File: config.mk
export PLATFORM = sky130hd
export DESIGN_NAME = wb_stage_flat
export DESIGN_NICKNAME = d
export VERILOG_FILES = /design/src/rtl/wb_stage_if.sv /design/src/rtl/wb_stage.sv /design/src/flat_wrapper.sv
export SDC_FILE = /design/constraint.sdc
export NUM_CORES = 1
export LEC_CHECK = 0
export ABC_AREA = 1
export CAP_MARGIN = 20
export CORE_MARGIN = 2
export CORE_UTILIZATION = 25
export CTS_CLUSTER_DIAMETER = 80
export DETAILED_ROUTE_END_ITERATION = 10
export GPL_ROUTABILITY_DRIVEN = 0
export HOLD_SLACK_MARGIN = 0.1
export SLEW_MARGIN = 0
export SYNTH_ARGS = -nofsm -noshare
export SYNTH_HDL_FRONTEND = slang
export SYNTH_SLANG_ARGS = --single-unit
File: constraint.sdc
create_clock -name clk -period 1.1 [get_ports clk]
set_clock_uncertainty 0.1 [all_clocks]
set_input_delay 0.165 -clock clk [delete_from_list [all_inputs] [get_ports clk]]
set_output_delay 0.165 -clock clk [all_outputs]
set_load 0.03 [all_outputs]
File: src/rtl/wb_stage_if.sv
// -----------------------------------------------------------------------------
// wb_stage_if
// Bundle between the memory stage and the writeback stage.
//   Memory-stage side (master) drives: freeze, flush, valid_in, WB_EN_in,
//     MEM_R_EN_in, dest_in, ALU_result_in, Mem_read_value.
//   Writeback side (slave) drives: WB_EN, WB_Dest, WB_Value, valid_out.
//     These outputs also feed the register-file write port and the
//     forwarding unit.
// Parameters DATA_W / REG_ADDR_W must match those of the wb_stage instance.
// -----------------------------------------------------------------------------
interface wb_stage_if #(
  parameter int DATA_W     = 32,
  parameter int REG_ADDR_W = 5
) ();
  logic                  freeze;
  logic                  flush;
  logic                  valid_in;
  logic                  WB_EN_in;
  logic                  MEM_R_EN_in;
  logic [REG_ADDR_W-1:0] dest_in;
  logic [DATA_W-1:0]     ALU_result_in;
  logic [DATA_W-1:0]     Mem_read_value;

  logic                  WB_EN;
  logic [REG_ADDR_W-1:0] WB_Dest;
  logic [DATA_W-1:0]     WB_Value;
  logic                  valid_out;

  modport master (
    output freeze, flush, valid_in, WB_EN_in, MEM_R_EN_in, dest_in,
           ALU_result_in, Mem_read_value,
    input  WB_EN, WB_Dest, WB_Value, valid_out
  );

  modport slave (
    input  freeze, flush, valid_in, WB_EN_in, MEM_R_EN_in, dest_in,
           ALU_result_in, Mem_read_value,
    output WB_EN, WB_Dest, WB_Value, valid_out
  );
endinterface

File: src/rtl/wb_stage.sv
// -----------------------------------------------------------------------------
// wb_stage
// MIPS writeback stage: holds the MEM/WB pipeline register and drives the
// register-file write port (shared with the forwarding unit).
//
// Ports:
//   clk           pipeline clock, rising edge
//   rst_n         asynchronous active-low reset
//   bus (slave)   memory-stage inputs and writeback outputs, see wb_stage_if
//   retire_count  32-bit retired-instruction count (only with WB_RETIRE_CNT_EN)
//
// Optional feature: define WB_RETIRE_CNT_EN to build the retire counter and
// its output port. Without it the counter and port do not exist.
//
// Register update priority per edge: reset > flush > freeze > load.
// -----------------------------------------------------------------------------
module wb_stage #(
  parameter int DATA_W     = 32,
  parameter int REG_ADDR_W = 5
) (
  input  logic        clk,
  input  logic        rst_n,
  wb_stage_if.slave   bus
`ifdef WB_RETIRE_CNT_EN
  ,
  output logic [31:0] retire_count
`endif
);

  logic                  r_valid;
  logic                  r_wb_en;
  logic                  r_mem_r_en;
  logic [REG_ADDR_W-1:0] r_dest;
  logic [DATA_W-1:0]     r_alu_result;
  logic [DATA_W-1:0]     r_mem_data;

  logic                  w_load;

  // A load happens only on edges that neither flush nor freeze.
  assign w_load = !bus.flush && !bus.freeze;

  always_ff @(posedge clk or negedge rst_n) begin
    if (!rst_n) begin
      r_valid      <= 1'b0;
      r_wb_en      <= 1'b0;
      r_mem_r_en   <= 1'b0;
      r_dest       <= '0;
      r_alu_result <= '0;
      r_mem_data   <= '0;
    end else if (bus.flush) begin
      // Bubble; data fields cleared so the outputs are deterministic.
      r_valid      <= 1'b0;
      r_wb_en      <= 1'b0;
      r_mem_r_en   <= 1'b0;
      r_dest       <= '0;
      r_alu_result <= '0;
      r_mem_data   <= '0;
    end else if (w_load) begin
      r_valid      <= bus.valid_in;
      // A non-valid slot must never write, whatever WB_EN_in says.
      r_wb_en      <= bus.WB_EN_in & bus.valid_in;
      r_mem_r_en   <= bus.MEM_R_EN_in;
      r_dest       <= bus.dest_in;
      r_alu_result <= bus.ALU_result_in;
      r_mem_data   <= bus.Mem_read_value;
    end
  end

  // Loads take the memory value, everything else the ALU result.
  assign bus.WB_Value  = r_mem_r_en ? r_mem_data : r_alu_result;
  assign bus.WB_Dest   = r_dest;
  // $0 is hard-wired zero, so writes to it are dropped here once for both
  // the register file and the forwarding unit.
  assign bus.WB_EN     = r_wb_en & r_valid & (r_dest != '0);
  assign bus.valid_out = r_valid;

`ifdef WB_RETIRE_CNT_EN
  logic [31:0] r_retire_cnt;

  // Counts every valid instruction that enters the register, including
  // ones that do not write the register file. Wraps silently.
  always_ff @(posedge clk or negedge rst_n) begin
    if (!rst_n) begin
      r_retire_cnt <= '0;
    end else if (w_load && bus.valid_in) begin
      r_retire_cnt <= r_retire_cnt + 32'd1;
    end
  end

  assign retire_count = r_retire_cnt;
`endif

endmodule

File: src/flat_wrapper.sv
// flat-port wrapper written by rule: the top's interface ports become plain ports
module wb_stage_flat 
#(
  parameter int DATA_W     = 32,
  parameter int REG_ADDR_W = 5
)
  (clk, rst_n, bus_freeze, bus_flush, bus_valid_in, bus_WB_EN_in, bus_MEM_R_EN_in, bus_dest_in, bus_ALU_result_in, bus_Mem_read_value, bus_WB_EN, bus_WB_Dest, bus_WB_Value, bus_valid_out);
  wb_stage_if #(.DATA_W(DATA_W), .REG_ADDR_W(REG_ADDR_W)) bus_i ();
  input  logic clk;
  input  logic rst_n;
  input wire logic [$bits(bus_i.freeze)-1:0] bus_freeze;
  input wire logic [$bits(bus_i.flush)-1:0] bus_flush;
  input wire logic [$bits(bus_i.valid_in)-1:0] bus_valid_in;
  input wire logic [$bits(bus_i.WB_EN_in)-1:0] bus_WB_EN_in;
  input wire logic [$bits(bus_i.MEM_R_EN_in)-1:0] bus_MEM_R_EN_in;
  input wire logic [$bits(bus_i.dest_in)-1:0] bus_dest_in;
  input wire logic [$bits(bus_i.ALU_result_in)-1:0] bus_ALU_result_in;
  input wire logic [$bits(bus_i.Mem_read_value)-1:0] bus_Mem_read_value;
  output wire logic [$bits(bus_i.WB_EN)-1:0] bus_WB_EN;
  output wire logic [$bits(bus_i.WB_Dest)-1:0] bus_WB_Dest;
  output wire logic [$bits(bus_i.WB_Value)-1:0] bus_WB_Value;
  output wire logic [$bits(bus_i.valid_out)-1:0] bus_valid_out;
  assign bus_i.freeze = bus_freeze;
  assign bus_i.flush = bus_flush;
  assign bus_i.valid_in = bus_valid_in;
  assign bus_i.WB_EN_in = bus_WB_EN_in;
  assign bus_i.MEM_R_EN_in = bus_MEM_R_EN_in;
  assign bus_i.dest_in = bus_dest_in;
  assign bus_i.ALU_result_in = bus_ALU_result_in;
  assign bus_i.Mem_read_value = bus_Mem_read_value;
  assign bus_WB_EN = bus_i.WB_EN;
  assign bus_WB_Dest = bus_i.WB_Dest;
  assign bus_WB_Value = bus_i.WB_Value;
  assign bus_valid_out = bus_i.valid_out;
  wb_stage #(.DATA_W(DATA_W), .REG_ADDR_W(REG_ADDR_W)) u_core (.clk(clk), .rst_n(rst_n), .bus(bus_i));
endmodule
### Word-level counts from Yosys, hierarchy flattened

Cells that the tools add are included.
Widths: inputs -> output; s select.

* flip-flop bits (word level): 72
* bits in latches: 0
* memory bits (writable): 0
* bits in read-only memories: 0
* bits of input ports: 76
* output and inout bits: 39
* logic and storage cells: 27
* memories kept: 0

* $add $sub $neg: 0
* multiply operators: 0
* divide/modulo/power cells: 0
* magnitude comparators: 0
* equality and inequality tests: 0
* shift operators: 0
* multiplexer cells: 13
* bitwise operators: 3
* reductions and logical operators: 5

Operator list (number)
* $mux 32: 5
* $mux 5: 2
* $mux 1: 6
* $reduce_bool 5->1: 1
* $and 1x1->1: 3
* $logic_not 1->1: 2
* $reduce_bool 2->1: 1
* $logic_and 1x1->1: 1

### Longest topological paths before layout

Gate-level depths: netlist (run 1).

* depth after elaboration: 4
* depth in mapped cells: 5
* depth with buffers taken out: 4

### Least setup slack after synthesis (run 1)

Ideal clock, no wire load.

* kind: register to output
* start: reg u_core.r_mem_r_en
* end: out bus_WB_Value[12]
* arrival: 1374 ps
* required time: 835 ps
* setup slack: -539 ps
* cell stages (with the launch flop): 4
* buffers on the path: 2
* path through: dfrtp_1 > buf_2 > clkbuf_1 > o21ai_0

* word-level cells in the longest chain between the ends: 1

RTL lines
* from (decl): line wb_stage.sv:32 `logic r_mem_r_en;`
* from (signal assigned): line wb_stage.sv:62 `r_mem_r_en <= bus.MEM_R_EN_in;`
* $mux 32: line wb_stage.sv:70 `assign bus.WB_Value = r_mem_r_en ? r_mem_data : r_alu_result;`
* to (decl): line flat_wrapper.sv:21 `output wire logic [$bits(bus_i.WB_Value)-1:0] bus_WB_Value;`

Every way passes these cells.

### Worst setup path after layout (run 1)

* start: reg u_core.r_mem_r_en
* end: out bus_WB_Value[30]

Same word-level chain as after synthesis.

==> results of run 1 <==
[flip-flops by register name, summed over array words and instances (netlist names)]
| signal | count |
|---|---|
| u_core.r_mem_r_en | 1 |
| u_core.r_mem_data | 32 |
| u_core.bus.valid_out | 1 |
| u_core.bus.WB_Dest | 5 |
| u_core.r_alu_result | 32 |
| u_core.r_wb_en | 1 |
[synth_stat cells]
| library cell | instances |
|---|---|
| sky130_fd_sc_hd__nor2_1 | 2 |
| sky130_fd_sc_hd__o21ai_0 | 57 |
| sky130_fd_sc_hd__nor2_4 | 1 |
| sky130_fd_sc_hd__buf_2 | 17 |
| sky130_fd_sc_hd__buf_6 | 1 |
| sky130_fd_sc_hd__inv_2 | 1 |
| sky130_fd_sc_hd__inv_1 | 35 |
| sky130_fd_sc_hd__buf_4 | 3 |
| sky130_fd_sc_hd__nand3_1 | 41 |
| sky130_fd_sc_hd__o21ai_1 | 8 |
| sky130_fd_sc_hd__nand2_1 | 145 |
| sky130_fd_sc_hd__clkbuf_1 | 5 |
| sky130_fd_sc_hd__dfrtp_1 | 72 |
[area by class of cell]
| class | count | share of cell area (%) |
|---|---|---|
| Inverter | 36 | 2.46 |
| Timing Repair Buffer | 142 | 28.9 |
| Multi-Input combinational cell | 254 | 26.9 |
| Clock buffer | 15 | 4.87 |
| Tap cell | 172 | 3.91 |
| Sequential cell | 72 | 33.0 |
[power by group through the flow]
| stage | clock, mW | combinational (mW) | sequential, mW |
|---|---|---|---|
| 6_report | 2.67 | 1.47 | 2.88 |
| 5_1_grt | 2.88 | 1.58 | 2.90 |
| 3_3_place_gp | 0 | 1.33 | 2.91 |
| 3_5_place_dp | 0 | 1.34 | 2.92 |
| 4_1_cts | 2.76 | 1.43 | 2.88 |
| 2_1_floorplan | 0 | 0.669 | 2.92 |
[cells by family (layout without fill, tap and decap cells)]
kind of cell	after synthesis	count (layout)	share of synthesized area, %
AOI/OAI and AO/OA	65	65	10.3
and+or+nand+nor	189	189	24.2
buffers and inverters	62	193	8.61
DFF	72	72	56.9
[critical path: stages (launching register included)]
cell and delay [ns]:
sky130_fd_sc_hd__dfrtp_4 0.57, sky130_fd_sc_hd__buf_12 0.19, sky130_fd_sc_hd__o21ai_2 0.17, sky130_fd_sc_hd__buf_6 0.15
[per-stage QoR]
| step | setup TNS [ns] | utilization (%) | std cells | power [mW] | hold slack [ns] |
|---|---|---|---|---|---|
| after floorplan | -2.10 | - | 388 | 3.59 | -0.231 |
| after global placement | -30.48 | 39.2 | 670 | 4.24 | 0.0568 |
| after detailed placement | -31.55 | 39.2 | 670 | 4.26 | 0.0604 |
| after CTS | -19.68 | 43.0 | 689 | 7.07 | 0.253 |
| after global routing | -21.15 | 43.9 | 691 | 7.36 | 0.268 |
| final | -18.90 | 43.9 | 691 | 7.02 | 0.269 |
[final timing paths]
check | endpoint | cells past startpoint | slack [ns]
worst min register to register | u_core.r_mem_data[15] | 2 | 0.40
min in group clk | u_core.bus.WB_Dest[2] | 3 | 0.27
max in group asynchronous | u_core.bus.WB_Dest[3] | 3 | 0.42
worst max-delay path | bus_WB_Value[30] | 3 | -0.59
worst min-delay path | u_core.r_alu_result[6] | 3 | 0.27
worst max register to register | u_core.r_mem_r_en | 3 | -0.01
[what timing repair did]
action,CTS,global route
buffers inserted,2,3
pin swaps,1,4
hold endpoints to repair,74,0
setup endpoints to repair,64,40
hold buffers,2,0
resized for setup,43,32
gates cloned,1,1
[cell usage in the layout (no fill, tap or decap), drive strengths merged]
cell | Yosys | final
clkdlybuf4s50 | 0 | 72
buf | 21 | 65
dlygate4sd3 | 0 | 2
nor2 | 3 | 3
inv | 36 | 36
clkbuf | 5 | 16
nand3 | 41 | 41
o21ai | 65 | 65
dlygate4sd2 | 0 | 1
dfrtp | 72 | 72
nand2 | 145 | 145
bufbuf | 0 | 1
[layer usage]
metal	GRT usage, %	part of all wire [%]	vias up
li1	-	-	1477
met1	18.7	45	1447
met2	24.1	49	68
met3	4.41	5.0	7
met4	3.92	1.0	0
met5	0	0	-
==> impl_metrics.tcl, run 1 <==
set metrics [dict create \
    post_route_fraction_of_the_period_consumed_by_the_critical_path_pct 153 \
    vdd_ir_drop_max_mv 0.636 \
    die_area_mm2 0.0136 \
    finalSetupViolations 40 \
    final_antenna_net_count 0 \
    violations "negative setup slack" \
    first_pass_iters 6 \
    timing_max_transition_violations_final 0 \
    cts.reportedPaths.clkPinSlew_ns 0.05 \
    rr_startpoint "u_core.r_mem_r_en" \
    crit_start "u_core.r_mem_r_en" \
    worst_hold_path_type "in2async" \
    slew_headroom_pct 81.8 \
    die_width_um 117 \
    floorplan.die.height_um 117 \
    grt.total_usage_pct 14.6 \
    worstSetupStartpointType "register" \
    detailroute.via_count 2999 \
    syn_to_final_growth_pct 73.6 \
    ys_ff_latch 72 \
    yosys.area.top_type "sky130_fd_sc_hd__dfrtp_1" \
    detailed_place.area_mm2 0.00491 \
    power.static_leakage_nw 2.55 \
    critical_path_peak_fanout 17 \
    clock_tree_from_tritoncts "done" \
    io_buffer_count 114 \
    synth_warnings 0 \
    drcViolationCount 0 \
    floorplan.initialDensity_pct 25.3 \
    worst_skew_pair.late_latency_ns 0.33 \
    ratio_of_cells_with_drive_above_1_in_the_final_layout_pct 26.8 \
    cp_data_arrival_time_ns 1.42 \
    finish.instance_area_mm2 0.00550 \
    post_synth.cell_area_avg_um2 8.17 \
    tightestPinTransition_ns 0.273 \
    syn-instance-count 388 \
    power_report.internal_total_mw 5.17 \
    first_global_vias 3078 \
    cts-buffers-inserted 9 \
    power_frac_seq_pct 41.1 \
    synth_largest_type_area_fraction_pct 56.9 \
    fp-row-count 41 \
    syn_area_mm2 0.00317 \
    report.final.hold_viol_count 0 \
    final_critical_path_setup_slack_ns -0.588 \
    start_to_end_type_of_the_worst_setup_path "reg2out" \
    power-per-cell-area_mw_per_mm2 1280 \
    layout_min_cycle_time_ns 1.69 \
    crit_path_end_kind "primary output" \
    p_sw_share_pct 26.4 \
    antenna_violations_before_repair 0 \
    achievable-frequency_mhz 593 \
    synth_nets 464 \
    synth_sequential_area_ratio_pct 56.9 \
    top_level_ports 115 \
    wire_length_of_the_first_global_routing_pass_mm 15.2 \
    switching_power_mw 1.86 \
    grt_max_degree 37 \
    layout.filler_cells 1264 \
    synth_area_leaders "sky130_fd_sc_hd__dfrtp_1, sky130_fd_sc_hd__nand2_1, sky130_fd_sc_hd__o21ai_0" \
    half_perimeter_wire_length_after_placement_mm 6.59 \
    sequential_cell_area_mm2 0.00181 \
    vias_per_cell 4.34 \
    multi_input_comb_area_mm2 0.00148 \
    route.final.wire_length_mm 9.41 \
    yosysUniqueCellTypes 13 \
    cts_sinks 72 \
    design.core.area_mm2 0.0125 \
    clock_tree.htree_level_count 3 \
    combinational_group_share_of_total_power_pct 20.9 \
    run_status "finished with violations" \
    drv.max_cap_violation_count 0 \
    nNetsFinal 591 \
    globalRoute.totalOverflow 0 \
    grt_setup_unrepaired "yes" \
    share_clk_of_total_power_pct 38.0 \
    dr_wl_cell_um 13.6 \
    antennaDiodeCount 0 \
    clockRootBuffer "sky130_fd_sc_hd__clkbuf_16" \
    critPathRequiredTime_ns 0.83 \
    cts.path.max_buffers 2 \
    place_ws_ns -0.422 \
    drt_first_iter_violations 149 \
]
Note: power is estimated with default switching activity, not from simulation.
==> run 2, diff against run 1 <==
GPL_TIMING_DRIVEN = 0   (was not set)
RECOVER_POWER = 100   (was not set)
==> impl_metrics.tcl, run 2 (synthesis results as in run 1) <==
set metrics [dict create \
    final_core_utilization_pct 43.9 \
    post_route_fraction_of_the_period_consumed_by_the_critical_path_pct 148 \
    regToRegSetupSlack_ns -0.05 \
    cts.path.max_buffers 2 \
    grt_max_degree 61 \
    globalRoute.totalOverflow 0 \
    violations "negative setup slack" \
    first_global_vias 3159 \
    fp-row-count 41 \
    slew_headroom_pct 68.3 \
    drv.max_cap_violation_count 0 \
    cp_data_arrival_time_ns 1.37 \
    finalSetupViolations 40 \
    hold_crit_endpoint "u_core.r_alu_result[0]" \
    layout.filler_cells 1284 \
    setup_total_neg_slack_ns -17.05 \
    vdd_ir_drop_max_mv 0.624 \
    crit_path_end_kind "primary output" \
    wire_length_of_the_first_global_routing_pass_mm 15.8 \
    ratio_of_cells_with_drive_above_1_in_the_final_layout_pct 27.8 \
    combinational_group_share_of_total_power_pct 20.7 \
    route.top_layer_used "met4" \
    antenna_violations_before_repair 0 \
    detailroute.via_count 3049 \
    power-per-cell-area_mw_per_mm2 1300 \
    grt_setup_unrepaired "yes" \
    most-common-layout-cells "sky130_fd_sc_hd__nand2_1, sky130_fd_sc_hd__clkdlybuf4s50_1, sky130_fd_sc_hd__dfrtp_1" \
    floorplan.die.height_um 117 \
    first_pass_iters 4 \
    detailed_place.area_mm2 0.00491 \
    floorplan.initialDensity_pct 25.3 \
    half_perimeter_wire_length_after_placement_mm 7.07 \
    final_critical_path_setup_slack_ns -0.532 \
    cts_sinks 72 \
    cts.reportedPaths.clkPinSlew_ns 0.07 \
    start_to_end_type_of_the_worst_setup_path "reg2out" \
    achievable-frequency_mhz 613 \
    tightestPinTransition_ns 0.476 \
    crit-reg2reg-capture "u_core.r_mem_r_en" \
    place_ws_ns -0.883 \
    design.core.area_mm2 0.0125 \
    syn_to_final_growth_pct 73.5 \
    finish.instance_area_mm2 0.00550 \
    route.final.wire_length_mm 10.0 \
    antennaDiodeCount 0 \
    die_width_um 117 \
    whs_path_depth 3 \
    final_antenna_net_count 0 \
    cpPeakStageDelay_ns 0.40 \
    worst-path-buf-inv 3 \
    power_report.internal_total_mw 5.10 \
    clockRootBuffer "sky130_fd_sc_hd__clkbuf_16" \
    grt.total_usage_pct 15.3 \
    cts-buffers-inserted 9 \
    reg2regPathDepth 5 \
    met2WireLength_mm 4.78 \
    share_clk_of_total_power_pct 39.0 \
    die_area_mm2 0.0136 \
    p_sw_share_pct 28.4 \
    crit_family "buffers and inverters" \
    layout_min_cycle_time_ns 1.63 \
    vias_per_cell 4.35 \
    run_status "finished with violations" \
    top_level_ports 115 \
    power.static_leakage_nw 2.55 \
    holdCritStartpoint "bus_freeze" \
    clock_tree.htree_level_count 3 \
    nNetsFinal 600 \
    timing.hold.ws_ns 0.107 \
    worst_skew_pair.late_latency_ns 0.32 \
    drcViolationCount 0 \
    layout.cells.most_common "sky130_fd_sc_hd__nand2_1" \
    cp_cell_sequence "buf_12 -> buf_4 -> o21ai_4 -> buf_6" \
    drt_first_iter_violations 173 \
    report.final.hold_viol_count 0 \
    power_frac_seq_pct 40.3 \
    met3RoutedLength_um 421 \
    rr_startpoint "u_core.r_mem_r_en" \
    wl_met1_mm 4.69 \
    io_buffer_count 113 \
    clock_tree_from_tritoncts "done" \
    switching_power_mw 2.02 \
    dr_wl_cell_um 14.3 \
    worstSetupStartpointType "register" \
    critPathSlowestCell "sky130_fd_sc_hd__dfrtp_1" \
    critical_path_peak_fanout 9 \
    timing_max_transition_violations_final 0 \
    critPathRequiredTime_ns 0.83 \
    worst_hold_path_type "in2reg" \
]
run 2: cell types whose count changed in the layout (fill, tap and decap cells not counted), moves of 2 or more:
cell                         delta
sky130_fd_sc_hd__buf_2          +7
sky130_fd_sc_hd__o21ai_4        +2
sky130_fd_sc_hd__clkinv_2       +2
sky130_fd_sc_hd__o21ai_2        -2
sky130_fd_sc_hd__buf_16         +2
sky130_fd_sc_hd__nand2_1        +6
sky130_fd_sc_hd__buf_12         -7
sky130_fd_sc_hd__buf_6          +3
sky130_fd_sc_hd__buf_8          +2
sky130_fd_sc_hd__clkbuf_2       +3
sky130_fd_sc_hd__nand2_2        -6
sky130_fd_sc_hd__clkinvlp_4     +2
sky130_fd_sc_hd__clkbuf_1       -3
run 2: worst max-delay path by stage:
stage          cells past startpoint                   end  slack [ns]         startpoint
3_5_place_dp                       5       bus_WB_Value[6]       -0.88  u_core.r_mem_r_en
2_1_floorplan                      3      bus_WB_Value[12]       -0.09  u_core.r_mem_r_en
5_1_grt                            5      bus_WB_Value[11]       -0.59  u_core.r_mem_r_en
4_1_cts                            4      bus_WB_Value[15]       -0.55  u_core.r_mem_r_en
6_report                           4       bus_WB_Value[0]       -0.53  u_core.r_mem_r_en
3_3_place_gp                       1  u_core.bus.valid_out       -3.07              rst_n
run 2: through the flow:
stage          instances  power (mW)
6_report             701        7.12
5_1_grt              701        7.48
4_1_cts              696        7.17
3_5_place_dp         674        4.26
3_3_place_gp         673        4.23
2_1_floorplan        388        3.59
run 2: power by group through the flow:
| stage | Combinational (mW) | Sequential [mW] | Clock [mW] |
|---|---|---|---|
| floorplan | 0.669 | 2.92 | 0 |
| global placement | 1.33 | 2.91 | 0 |
| detailed placement | 1.35 | 2.91 | 0 |
| CTS | 1.46 | 2.87 | 2.84 |
| global route | 1.60 | 2.89 | 2.99 |
| finish | 1.47 | 2.87 | 2.78 |
run 2: layer usage:
| layer | GRT usage (%) | vias to the layer above |
|---|---|---|
| li1 | - | 1495 |
| met2 | 25.7 | 84 |
| met3 | 3.06 | 12 |
| met4 | 4.39 | 0 |
| met1 | 20.2 | 1458 |
| met5 | 0 | - |
run 2: tightest hold or removal path, stage by stage:
cell	delay [ns]
sky130_fd_sc_hd__buf_2	0.15
sky130_fd_sc_hd__nand2_4	0.12
sky130_fd_sc_hd__o21ai_1	0.06
run 2: area by class of cell:
type / count / area (um2) / share of cell area (%)
Buffer: 26 / 244 / 4.44
Clock inverter: 6 / 42.5 / 0.774
Tap cell: 172 / 215 / 3.91
Multi-Input combinational cell: 254 / 1480 / 26.9
Clock buffer: 10 / 239 / 4.35
Sequential cell: 72 / 1810 / 32.9
Inverter: 36 / 135 / 2.46
Timing Repair Buffer: 125 / 1330 / 24.3
run 2: repair_timing:
action	CTS	global route
endpoints found under the hold margin	72	0
buffers inserted	4	4
pin swaps	3	0
resized for setup	302	22
hold buffers	1	0
cloned	1	1
setup endpoints to repair	109	46
==> run 3, diff against run 2 <==
CORE_ASPECT_RATIO = 2   (was not set)
==> impl_metrics.tcl, run 3 (synthesis results as in run 1) <==
set metrics [dict create \
    run_status "finished with violations" \
    violations "negative setup slack" \
    antenna_violations_before_repair 0 \
    post_route_fraction_of_the_period_consumed_by_the_critical_path_pct 151 \
    drt_first_iter_violations 127 \
    dr_wl_cell_um 15.9 \
    design.core.area_mm2 0.0125 \
    half_perimeter_wire_length_after_placement_mm 7.81 \
    floorplan.die.height_um 163 \
    cts.reportedPaths.clkPinSlew_ns 0.06 \
    top_level_ports 115 \
    critPathRequiredTime_ns 0.83 \
    globalRoute.totalOverflow 0 \
    clock_tree.htree_level_count 3 \
    ratio_of_cells_with_drive_above_1_in_the_final_layout_pct 31.7 \
    cp_cell_sequence "clkbuf_16 -> clkbuf_16 -> o21ai_4 -> buf_6" \
    final_critical_path_setup_slack_ns -0.559 \
    first_global_vias 3401 \
    crit_path_end_kind "primary output" \
    syn_to_final_growth_pct 77.1 \
    nNetsFinal 601 \
    vdd_ir_drop_max_mv 0.904 \
    layout.filler_cells 1248 \
    clock_tree_from_tritoncts "done" \
    clockRootBuffer "sky130_fd_sc_hd__clkbuf_16" \
    cts-buffers-inserted 9 \
    critical_path_peak_fanout 5 \
    slew_headroom_pct 61.0 \
    timing.hold.ws_ns 0.205 \
    worst_hold_path_type "in2reg" \
    layout_min_cycle_time_ns 1.66 \
    cpMostUsedCell "sky130_fd_sc_hd__clkbuf_16" \
    grt.total_usage_pct 16.1 \
    route.final.wire_length_mm 10.8 \
    most-common-layout-cells "sky130_fd_sc_hd__nand2_1, sky130_fd_sc_hd__clkdlybuf4s50_1, sky130_fd_sc_hd__dfrtp_1" \
    worst-path-buf-inv 3 \
    place_ws_ns -0.920 \
    crit_family "buffers and inverters" \
    grt_max_degree 54 \
    grt_setup_unrepaired "yes" \
    cp_data_arrival_time_ns 1.39 \
    worst_skew_pair.late_latency_ns 0.33 \
    layout.cells.most_common "sky130_fd_sc_hd__nand2_1" \
    fp-row-count 58 \
    start_to_end_type_of_the_worst_setup_path "reg2out" \
    finalSetupViolations 93 \
    floorplan.initialDensity_pct 25.4 \
    io_buffer_count 113 \
    cts.path.max_buffers 2 \
    drv.max_cap_violation_count 0 \
    vias_per_cell 4.56 \
    report.final.hold_viol_count 0 \
    cts_sinks 72 \
    antennaDiodeCount 0 \
    die_width_um 83.6 \
    worstSetupStartpointType "register" \
    cpPeakStageDelay_ns 0.45 \
    power.static_leakage_nw 2.68 \
    timing_max_transition_violations_final 0 \
    drcViolationCount 0 \
    critPathSlowestCell "sky130_fd_sc_hd__dfrtp_2" \
    power.total_mw 7.37 \
    die_area_mm2 0.0136 \
    power-per-cell-area_mw_per_mm2 1310 \
    detailroute.via_count 3103 \
    final_antenna_net_count 0 \
    wire_length_of_the_first_global_routing_pass_mm 17.0 \
    tightestPinTransition_ns 0.586 \
    first_pass_iters 4 \
    achievable-frequency_mhz 603 \
]
==> run 3: cell count changes in the layout (fill, tap and decap cells not counted), sizes merged <==
cell	change
inv	-1
bufinv	+1
buf	-8
clkinv	-1
clkinvlp	-2
nor2	+1
clkbuf	+11
==> run 3: power by group <==
group	switching [mW]	total, mW	internal, mW
Combinational	0.792	1.52	0.731
Sequential	0.0932	2.89	2.80
Clock	1.08	2.95	1.87
==> run 3: area by class of cell <==
type / count / area [um2] / share of cell area [%]
Timing Repair Buffer: 125 / 1350 / 24.0
Clock buffer: 13 / 260 / 4.64
Clock inverter: 3 / 40.0 / 0.714
Tap cell: 150 / 188 / 3.35
Buffer: 26 / 251 / 4.48
Multi-Input combinational cell: 255 / 1580 / 28.2
Inverter: 36 / 135 / 2.41
Sequential cell: 72 / 1810 / 32.3
==> run 3: final timing paths <==
check / startpoint / cells after the start / to / slack (ns)
worst max register to register: u_core.r_mem_r_en / 4 / u_core.r_mem_r_en / 0
worst max-delay path: u_core.r_mem_r_en / 4 / bus_WB_Value[17] / -0.56
worst min register to register: u_core.r_mem_data[1] / 2 / u_core.r_mem_data[1] / 0.42
min in group asynchronous: rst_n / 2 / u_core.r_alu_result[13] / 0.27
worst min-delay path: bus_freeze / 4 / u_core.r_alu_result[31] / 0.21
max in group asynchronous: rst_n / 3 / u_core.bus.WB_Dest[1] / -0.06
==> run 3: worst reg2reg max path: cells and delay by family (launching register included) <==
kind	cells	cell delay [ns]
DFF	1	0.45
buffers and inverters	2	0.34
and+or+nand+nor	2	0.11
==> run 3: timing repair <==
action	4_1_cts	5_1_grt
hold buffers	1	0
hold endpoints to repair	72	0
gates resized for setup	313	43
gates cloned	2	2
pin swaps	3	9
setup buffers	4	3
setup endpoints to repair	109	43
==> run 3: stage by stage <==
stage	TNS, ns	cells	cell area (um2)	utilization (%)
floorplan	-2.10	388	3540	-
global placement	-259.30	651	4850	38.9
CTS	-18.05	675	5420	43.4
finish	-20.02	680	5610	44.9
detailed placement	-63.17	652	4880	39.1
global route	-28.29	680	5610	44.9
==> run 3: routing by layer <==
| layer | wire (um) | global-route usage (%) | up-vias |
|---|---|---|---|
| li1 | - | - | 1500 |
| met1 | 4010 | 17.0 | 1506 |
| met2 | 6140 | 30.7 | 85 |
| met3 | 417 | 2.98 | 12 |
| met4 | 224 | 6.52 | 0 |
| met5 | 0 | 0 | - |
